<file path="config.mk">
export PLATFORM = sky130hd
export DESIGN_NAME = onehot_decoder_seq
export DESIGN_NICKNAME = d
export VERILOG_FILES = /design/src/rtl/onehot_decoder_seq.sv
export SDC_FILE = /design/constraint.sdc
export NUM_CORES = 1
export LEC_CHECK = 0
export BUFFER_PORTS_ARGS = -buffer_cell sky130_fd_sc_hd__buf_2
export CAP_MARGIN = 20
export CORE_MARGIN = 1
export CORE_UTILIZATION = 56
export CTS_CLUSTER_DIAMETER = 50
export CTS_CLUSTER_SIZE = 16
export DETAILED_ROUTE_END_ITERATION = 10
export PLACE_DENSITY = 0.8
export SETUP_SLACK_MARGIN = 0.3
export SYNTH_ARGS = -nofsm -noshare
export SYNTH_HDL_FRONTEND = slang
export SYNTH_SLANG_ARGS = --single-unit
</file>
<file path="constraint.sdc">
create_clock -name clk_i -period 2.1 [get_ports clk_i]
set_input_delay 0.42 -clock clk_i [delete_from_list [all_inputs] [get_ports clk_i]]
set_output_delay 0.42 -clock clk_i [all_outputs]
set_load 0.01 [all_outputs]
</file>
<file path="src/rtl/onehot_decoder_seq.sv">
// onehot_decoder_seq: registered binary-to-one-hot decoder.
// Direct mode decodes an accepted sel. Scan mode sweeps the active bit
// through every position, holding each index for SCAN_DIV cycles, and
// pulses scan_wrap_o when the sweep returns to index 0.
// ACTIVE_LOW inverts only the y_o pattern; y_valid_o and scan_wrap_o are
// always active-high.
module onehot_decoder_seq #(
  parameter int SEL_W      = 3,     // legal 1..6
  parameter bit ACTIVE_LOW = 1'b0,
  parameter int SCAN_DIV   = 4,     // legal 1..65535
  localparam int OUT_W     = 2**SEL_W
) (
  input  logic             clk_i,
  input  logic             rst_i,
  input  logic             en_i,
  input  logic             mode_i,
  input  logic [SEL_W-1:0] sel_i,
  input  logic             sel_valid_i,
  output logic             sel_ready_o,
  output logic [OUT_W-1:0] y_o,
  output logic             y_valid_o,
  output logic [SEL_W-1:0] scan_idx_o,
  output logic             scan_wrap_o
);

  localparam logic [15:0]      DIV_LAST = 16'(SCAN_DIV - 1);
  localparam logic [SEL_W-1:0] IDX_LAST = {SEL_W{1'b1}};

  typedef enum logic [1:0] {IDLE, DIRECT, SCAN} state_t;

  // Per-lane update request shared by every output bit.
  typedef struct packed {
    logic             clr;  // drive the inactive level
    logic             ld;   // load decode(idx)
    logic [SEL_W-1:0] idx;
  } lane_ctl_t;

  state_t           state_q;
  logic [15:0]      div_q;
  logic [SEL_W-1:0] scan_idx_q;
  logic             wrap_q;
  logic             y_valid_q;
  logic [OUT_W-1:0] y_q;
  lane_ctl_t        ctl_d;
  logic             accept;
  logic             roll;

  // Ready depends on inputs only, so it is valid before the edge.
  assign sel_ready_o = en_i & ~mode_i & ~rst_i;
  assign accept      = sel_valid_i & sel_ready_o;
  assign roll        = (div_q == DIV_LAST);

  // Next-value request for the output lanes, priority rst > en > mode.
  always_comb begin
    ctl_d = '0;
    if (rst_i || !en_i) begin
      ctl_d.clr = 1'b1;
    end else begin
      case (state_q)
        SCAN: begin
          if (!mode_i) begin
            ctl_d.clr = 1'b1;
          end else if (roll) begin
            ctl_d.ld  = 1'b1;
            ctl_d.idx = scan_idx_q + 1'b1;  // natural wrap at OUT_W
          end
        end
        default: begin
          if (mode_i) begin
            ctl_d.ld  = 1'b1;
            ctl_d.idx = '0;                 // scan entry beats a pending sel
          end else if (accept) begin
            ctl_d.ld  = 1'b1;
            ctl_d.idx = sel_i;
          end
        end
      endcase
    end
  end

  // Control FSM: state, scan divider/index, wrap pulse and y_valid.
  always_ff @(posedge clk_i) begin
    if (rst_i || !en_i) begin
      state_q    <= IDLE;
      div_q      <= '0;
      scan_idx_q <= '0;
      wrap_q     <= 1'b0;
      y_valid_q  <= 1'b0;
    end else begin
      case (state_q)
        SCAN: begin
          if (!mode_i) begin
            state_q    <= IDLE;
            div_q      <= '0;
            scan_idx_q <= '0;
            wrap_q     <= 1'b0;
            y_valid_q  <= 1'b0;
          end else begin
            wrap_q <= roll && (scan_idx_q == IDX_LAST);
            if (roll) begin
              div_q      <= '0;
              scan_idx_q <= scan_idx_q + 1'b1;
            end else begin
              div_q <= div_q + 16'd1;
            end
          end
        end
        default: begin
          wrap_q <= 1'b0;
          if (mode_i) begin
            state_q    <= SCAN;
            div_q      <= '0;
            scan_idx_q <= '0;
            y_valid_q  <= 1'b1;
          end else if (accept) begin
            state_q   <= DIRECT;
            y_valid_q <= 1'b1;
          end
        end
      endcase
    end
  end

  // One registered flop per output bit; each lane compares the requested
  // index against its own position so y never glitches.
  for (genvar i = 0; i < OUT_W; i++) begin : g_lane
    // Lane i: inactive on clear, decode on load, otherwise hold.
    always_ff @(posedge clk_i) begin
      if (ctl_d.clr) y_q[i] <= ACTIVE_LOW;
      else if (ctl_d.ld) y_q[i] <= (ctl_d.idx == SEL_W'(i)) ^ ACTIVE_LOW;
    end
  end

  assign y_o         = y_q;
  assign y_valid_o   = y_valid_q;
  assign scan_idx_o  = scan_idx_q;
  assign scan_wrap_o = wrap_q;

endmodule
</file>
==> results.tsv, run 1 <==
metric	value	unit
grt_antenna_before_repair	0	
critPathCaptureType	flip-flop	
start_kind	flip-flop	
h-tree-depth	2	
cts_buffers	5	
n_fill_cell	201	
ctsLongestPathBuffers	2	
syn_to_final_growth	25.8	%
skew	6.27	ps
ioPinCount	22	
syn_area	1680	µm²
worst_pin_slew	420	ps
wl_per_cell	19.5	µm
multi_input_area	1100	µm²
vias	1814	
ir_worst_vdd	480	µV
grt_start_max_net_pins	17	
layout.nets	242	
grt_overflow_total	0	
port_buffers	21	
drc	0	
routed_via_density	6.92	
status	finished, final reports clean	
yosysWarnings	0	
hold_viol_final	0	
cts_root_buf	clkbuf_4	
insertedDiodeCount	0	
seq_area	628	µm²
clk_latency	340	ps
first_global_vias	1493	
syn_inst	193	
routed_wl	5.12	mm
rows	19	
fin_crit_sh	0.893	
worstPathRequired	2380	ps
tritoncts	built	
setup_viol	0	
slew_headroom	0.717	
grt_pass1_wl	7.33	mm
dr.pass1.iters	5	
drv_slew	0	
utilization	0.753	
synth_edf_count	0	
initial_utilization	0.599	
powerDensity	498	nW/µm²
core	2810	µm²
final_common_cell	dfxtp_1	
layout_common_cells	29 x dfxtp_1, 23 x nand2_1, 21 x buf_2	
clk_pin_slew	90	ps
max_cap_violations	0	
crit_type	reg2reg	
rsz0062_at_grt	true	
drt-initial-drc-count	197	
gr-usage-all-layers	0.298	
period_needed	1880	ps
dieArea	3220	µm²
p_leak	0.812	nW
ys_types	52	
syn_nets	204	
synth-seq-cells	31	
place_congestion	0.858	
seq_area_frac_synth	0.370	
crit_fanout	7	
tns	0	ps
drive_gt1_frac	0.325	
crit_arrival	2150	ps
hold_path.class	in2reg	
avgSynthCellArea	8.70	µm²
async_flop_share	0	
dieHeight	56.8	µm
max_clock_freq	533	MHz
dp_hpwl	3.09	mm
drtAntennaViolNets	0	
synthFlopType	dfxtp_1	
cts_sinks	31	
die_x	56.8	µm
## report_power, final
group / leakage (nW) / internal [W] / switching, W
registers: 0.252 / 0.000589 / 0.00000271
clock network: 0.0341 / 0.000155 / 0.000203
logic: 0.526 / 0.0000369 / 0.0000661
## what timing repair did
| item | CTS | global route |
|---|---|---|
| gates cloned | 0 | 1 |
| setup buffers | 3 | 8 |
| pin swaps | 3 | 13 |
| hold buffers | 0 | 0 |
| resized for setup | 10 | 15 |
| setup endpoints to repair | 26 | 23 |
## cells in the mapped netlist (all sizes together), types with 2 or more instances
library cell / number / area share
a21oi: 12 / 0.036
nor4: 3 / 0.028
nor2b: 2 / 0.0075
nor3: 11 / 0.036
nand2: 24 / 0.054
o21ai: 8 / 0.024
nand2b: 3 / 0.011
a22oi: 3 / 0.013
nand4: 3 / 0.011
nor2: 13 / 0.032
inv: 5 / 0.011
ha: 3 / 0.022
a311oi: 6 / 0.031
dfxtp: 31 / 0.37
o2bb2ai: 2 / 0.010
a31oi: 5 / 0.019
a221oi: 2 / 0.014
clkbuf: 4 / 0.0089
buf: 8 / 0.034
nand3: 7 / 0.024
o211a: 3 / 0.018
a41o: 2 / 0.012
a22o: 4 / 0.021
a32oi: 2 / 0.010
and4: 2 / 0.012
and2: 3 / 0.011
and3: 3 / 0.011
o311a: 3 / 0.018
o211ai: 2 / 0.0089
## logic make-up after synthesis
kind of cell | Yosys count | synth area share
adder cells (fa/ha/maj) | 3 | 0.0224
buffers and inverters | 17 | 0.0544
AND/OR/NAND/NOR | 80 | 0.271
flip-flops | 31 | 0.370
AO/OA/AOI/OAI | 62 | 0.283
## path summary, 6_finish.rpt
path	to	cells after the start	from	slack [ps]
worst max-delay path	y_o[0]$_SDFFE_PP0P_	6	div_q[1]$_SDFFE_PP0N_	220
worst min-delay path	state_q[0]$_SDFFE_PP0P_	3	sel_valid_i	400
worst max register to register	y_o[0]$_SDFFE_PP0P_	6	div_q[1]$_SDFFE_PP0N_	220
worst min register to register	y_valid_o$_SDFFE_PP0P_	2	y_valid_o$_SDFFE_PP0P_	470
## critical path, stage by stage, from the launching register on
cell and delay (ps):
dfxtp_4 370, ha_4 160, nor4b_4 250, and4_4 370
o221ai_4 150, or3b_1 390, a21oi_2 120
## area by class of cell
class                      instances  share of cell area
sequential                        31               0.297
tap                               31              0.0184
inverter                           5             0.00889
multi-input combinational        146               0.523
timing repair buffer              42               0.126
clock buffer                       6              0.0243
clock inverter                     1             0.00237
## state kept, by name, indices dropped and copies added (netlist names)
register	count
y_valid_o	1
y_o	8
scan_idx_o	3
state_q	2
div_q	16
scan_wrap_o	1
## stage by stage
stage	worst slack (ps)	instance area (µm²)	hold WS (ps)	power, W	instances
2_1_floorplan	333	1680	470	0.000658	193
3_3_place_gp	188	1830	436	0.000686	243
3_5_place_dp	65.1	1830	457	0.000690	243
4_1_cts	310	1970	378	0.00103	253
5_1_grt	133	2110	403	0.00109	262
6_report	225	2110	395	0.00105	262
## routing by layer
metal | part of all wire | routed length [µm] | up-vias | GRT usage
li1 | - | - | 821 | -
met1 | 0.38 | 1960 | 831 | 0.387
met2 | 0.47 | 2410 | 132 | 0.481
met3 | 0.11 | 539 | 30 | 0.0714
met4 | 0.041 | 209 | 0 | 0.105
met5 | 0 | 0 | - | 0
Power figures use the tool's default switching activity.
==> run 2, diff against run 1 <==
clock period = 2.14 ns   (was 2.1 ns; I/O delays follow)
==> run 2 against run 1 <==
  * Final area shrank 3.1%
  * Combinational power fell by 9.7%
  * Highest routed layer unchanged
  * Sequential cell count unchanged
  * Setup slack gained 77 ps
  * Critical endpoint is now y_o[6]$_SDFFE_PP0P_
  * Clock power fell by 3%
  * Wire length fell by 8.6%
  * Clock-buffer cell count is the same
  * Clock skew grew 1.3 ps
==> results.tsv, run 2 (same netlist as run 1, synthesis figures left out) <==
metric	value	unit
status	finished, final reports clean	
power.share.switching	0.251	
p_leak	0.777	nW
utilization	0.730	
dpl_cell_area	1830	µm²
fin_area	2050	µm²
dp.cells	243	
gr-usage-all-layers	0.290	
layout.nets	237	
max_cap_violations	0	
ir_worst_vdd	378	µV
switchingPower	0.000256	W
rows	19	
cts_sinks	31	
port_buffers	21	
routed_via_density	6.84	
vias	1757	
skew	7.53	ps
ioPinCount	22	
cts_buffers	5	
hold_path.class	in2reg	
hold_viol_final	0	
largest_register_ffs	16	
crit_fanout	5	
first_global_vias	1578	
worstPathRequired	2420	ps
drc	0	
dr.pass1.iters	5	
worst_pin_slew	510	ps
final_common_cell	dfxtp_1	
fin_total_pwr	0.00102	W
grt_overflow_total	0	
place_congestion	0.844	
slew_headroom	0.658	
min_path_cells	3	
internal_power	0.000764	W
final_cell_count_no_fill	257	
insertedDiodeCount	0	
layout_common_cells	28 x dfxtp_1, 24 x nand2_1, 21 x buf_2	
rsz0062_at_grt	true	
reg2reg_depth	7	
clk_latency	340	ps
drtAntennaViolNets	0	
crit_type	reg2reg	
routed_wl	4.68	mm
crit_buf_inv	1	
power_frac_clock	0.339	
die_x	56.8	µm
ctsLongestPathBuffers	2	
worst-path-stages	7	
core	2810	µm²
critPathCaptureType	flip-flop	
grt_antenna_before_repair	0	
worst_path_largest_cell_delay	390	ps
dp_hpwl	2.95	mm
seq_power_share	0.570	
clk_pin_slew	90	ps
grt_start_max_net_pins	16	
cp_top_family	simple AND/OR/NAND/NOR gates	
setup_viol	0	
powerDensity	499	nW/µm²
cts_hold_buffers	0	
initial_utilization	0.599	
h-tree-depth	2	
crit_arrival	2110	ps
tritoncts	built	
share_comb_of_total_power	0.091	
grt_pass1_wl	7.26	mm
tns	0	ps
fin_crit_sh	0.859	
drv_slew	0	
cts_root_buf	clkbuf_4	
top_register	div_q	
worstPathCellList	ha_4, nor4b_4, and4_4, buf_12, nand4_1, a21boi_1, a22o_1	
drt-initial-drc-count	214	
dieHeight	56.8	µm
crit_path_top_delay_cell	dfxtp_2	
drive_gt1_frac	0.301	
wl_per_cell	18.2	µm
syn_to_final_growth	21.9	%
start_kind	flip-flop	
period_needed	1840	ps
dieArea	3220	µm²
max_clock_freq	544	MHz
-- run 2: changes by cell type in the layout (fill, tap and decap cells not counted), sizes merged --
| cell | before | now |
|---|---|---|
| buf | 42 | 37 |
-- run 2: worst paths after layout --
kind         slack (ps)                   start                      end
max                 300   div_q[1]$_SDFFE_PP0N_      y_o[6]$_SDFFE_PP0P_
min                 400             sel_valid_i  state_q[0]$_SDFFE_PP0P_
max reg2reg         300   div_q[1]$_SDFFE_PP0N_      y_o[6]$_SDFFE_PP0P_
min reg2reg         450  y_valid_o$_SDFFE_PP0P_   y_valid_o$_SDFFE_PP0P_
-- run 2: cell type report --
class | count | area [µm²]
well taps | 31 | 38.8
clock buffers | 6 | 51.3
repair buffers | 37 | 241
inverters | 5 | 18.8
fillers | 206 | 758
flip-flops and latches | 31 | 627
multi-input cells | 146 | 1060
clock inverters | 1 | 5.00
-- run 2: routing by layer --
layer | part of all wire | GRT usage | vias up
li1 | - | - | 811
met1 | 0.41 | 0.374 | 829
met2 | 0.48 | 0.459 | 97
met3 | 0.078 | 0.0714 | 20
met4 | 0.031 | 0.129 | 0
met5 | 0 | 0 | -
-- run 2: what timing repair did --
item	4_1_cts	5_1_grt
gates resized for setup	7	12
gates cloned	0	1
buffers inserted	4	2
pin swaps	1	4
endpoints found under the setup margin	25	26
-- run 2: power by group through the flow --
stage	Sequential [W]	Clock, W	Combinational, W
global route	0.000582	0.000381	0.0000996
global placement	0.000595	0	0.0000781
detailed placement	0.000596	0	0.0000793
floorplan	0.000596	0	0.0000495
CTS	0.000582	0.000350	0.0000845
finish	0.000581	0.000346	0.0000930
-- run 2: stage by stage --
step                      setup WS, ps  hold slack, ps
final                              301             402
after global routing               230             388
after CTS                          312             395
after detailed placement           118             443
after global placement             225             437
after floorplan                    373             470
-- run 2: worst register-to-register path: cells and delay by family (launching register included) --
family,cells,cell delay (ps)
compound gates,2,450
fa+ha+maj,1,160
buf+inv,1,140
flops,1,390
simple gates,3,650
==> run 3, diff against run 2 <==
CTS_BUF_LIST = sky130_fd_sc_hd__clkbuf_8 sky130_fd_sc_hd__clkbuf_16   (was not set)
==> run 3 against run 2 <==
  * Global-route usage grew 1.1 points
  * Wire length grew 3.4%
  * Non-clock buffer count up 5
  * Clock skew fell by 3.3 ps
  * Cell count up 1.9%
  * Sequential share of layout area fell by 1.2 points
  * Final area is 4.6% higher
  * Critical path type unchanged
  * Clock power is 34% higher
  * Via count increased by 1.0%
  * Combinational power rose by 4.8%
  * Largest cell class unchanged
  * Hold slack better by 40 ps
==> results.tsv, run 3 (same netlist as run 1, synthesis figures left out) <==
metric	value	unit
hold_viol_final	0	
tritoncts	built	
period_needed	1860	ps
core	2810	µm²
grt_pass1_wl	7.33	mm
syn_to_final_growth	27.5	%
max_clock_freq	538	MHz
skew	4.25	ps
fin_crit_sh	0.869	
utilization	0.763	
grt_overflow_total	0	
dp_hpwl	2.95	mm
wl_per_cell	18.5	µm
rsz0062_at_grt	true	
crit_buf_inv	2	
slew_headroom	0.647	
layout.nets	242	
tns	0	ps
ctsLongestPathBuffers	2	
h-tree-depth	2	
start_kind	flip-flop	
grt_start_max_net_pins	17	
ir_worst_vdd	504	µV
crit_path_top_delay_cell	dfxtp_1	
vias	1775	
largest_register_ffs	16	
dr.pass1.iters	4	
fin_ws	281	ps
routed_via_density	6.77	
drc	0	
dieHeight	56.8	µm
cp_top_family	simple AND/OR/NAND/NOR gates	
drt-initial-drc-count	137	
seq_area	631	µm²
worst_path_largest_cell_delay	380	ps
top_register	div_q	
die_x	56.8	µm
insertedDiodeCount	0	
crit_arrival	2040	ps
cts_root_buf	clkbuf_8	
dieArea	3220	µm²
rows	19	
worstPathCellList	nor4_4, and4_4, buf_12, nor2_4, buf_4, o21ai_2, a21oi_2	
crit_fanout	7	
critPathCaptureType	flip-flop	
layout_common_cells	27 x dfxtp_1, 24 x nand2_1, 21 x buf_2	
pre_cts_slack	118	ps
clk_pin_slew	60	ps
routed_wl	4.84	mm
gr-usage-all-layers	0.301	
grt_antenna_before_repair	0	
multi_input_area	1080	µm²
drv_slew	0	
drtAntennaViolNets	0	
initial_utilization	0.599	
worst_pin_slew	527	ps
first_global_vias	1574	
cts_buffers	5	
cts_hold_buffers	0	
p_leak	0.824	nW
worstPathRequired	2320	ps
setup_viol	0	
hold_path.class	in2reg	
n_fill_cell	186	
final_common_cell	dfxtp_1	
cts_sinks	31	
ioPinCount	22	
drive_gt1_frac	0.342	
crit_type	reg2reg	
place_congestion	0.844	
powerDensity	534	nW/µm²
status	finished, final reports clean	
clk_latency	290	ps
max_cap_violations	0	
port_buffers	21	
run 3: what timing repair did:
| item | CTS | global route |
|---|---|---|
| endpoints found under the setup margin | 25 | 24 |
| resized for setup | 7 | 20 |
| cloned | 0 | 1 |
| pin swaps | 1 | 8 |
| setup buffers | 3 | 8 |
run 3: metal layers:
metal / part of all wire / GRT usage / up-vias / routed length, µm
met5: 0 / 0 / - / 0
li1: - / - / 817 / -
met2: 0.47 / 0.456 / 93 / 2290
met4: 0.046 / 0.171 / 0 / 223
met3: 0.077 / 0.0945 / 23 / 373
met1: 0.40 / 0.377 / 842 / 1960
run 3: path summary, 6_finish.rpt:
| path | from | to | slack, ps | depth (start not counted) |
|---|---|---|---|---|
| min reg2reg | y_valid_o$_SDFFE_PP0P_ | y_valid_o$_SDFFE_PP0P_ | 450 | 2 |
| min | sel_valid_i | state_q[0]$_SDFFE_PP0P_ | 440 | 3 |
| max reg2reg | div_q[5]$_SDFFE_PP0N_ | scan_idx_o[1]$_SDFFE_PP0P_ | 280 | 7 |
| max | div_q[5]$_SDFFE_PP0N_ | scan_idx_o[1]$_SDFFE_PP0P_ | 280 | 7 |
run 3: where the power goes:
| group | leakage [nW] | total, W | switching, W | internal [W] |
|---|---|---|---|---|
| clock network | 0.0470 | 0.000464 | 0.000213 | 0.000252 |
| logic | 0.525 | 0.0000975 | 0.0000609 | 0.0000366 |
| registers | 0.253 | 0.000581 | 0.00000267 | 0.000578 |
| total | 0.824 | 0.00114 | 0.000276 | 0.000866 |
run 3: final cells by class:
class	count	area share
inverter	5	0.00877
multi-input combinational	146	0.504
sequential	31	0.295
tap	31	0.0181
clock buffer	6	0.0386
timing repair buffer	42	0.134
clock inverter	1	0.00234
run 3: tightest hold or removal path, delay by kind of cell:
kind	cells	cell delay (ps)
AND/OR/NAND/NOR	1	70
AO/OA/AOI/OAI	1	80
buffers and inverters	1	120
run 3: per-stage QoR:
step / cell area [µm²] / cells / hold slack, ps / total power [W]
finish: 2140 / 262 / 442 / 0.00114
global route: 2140 / 262 / 447 / 0.00118
CTS: 1990 / 253 / 442 / 0.00113
detailed placement: 1830 / 243 / 443 / 0.000675
global placement: 1830 / 243 / 437 / 0.000674
floorplan: 1680 / 193 / 470 / 0.000646
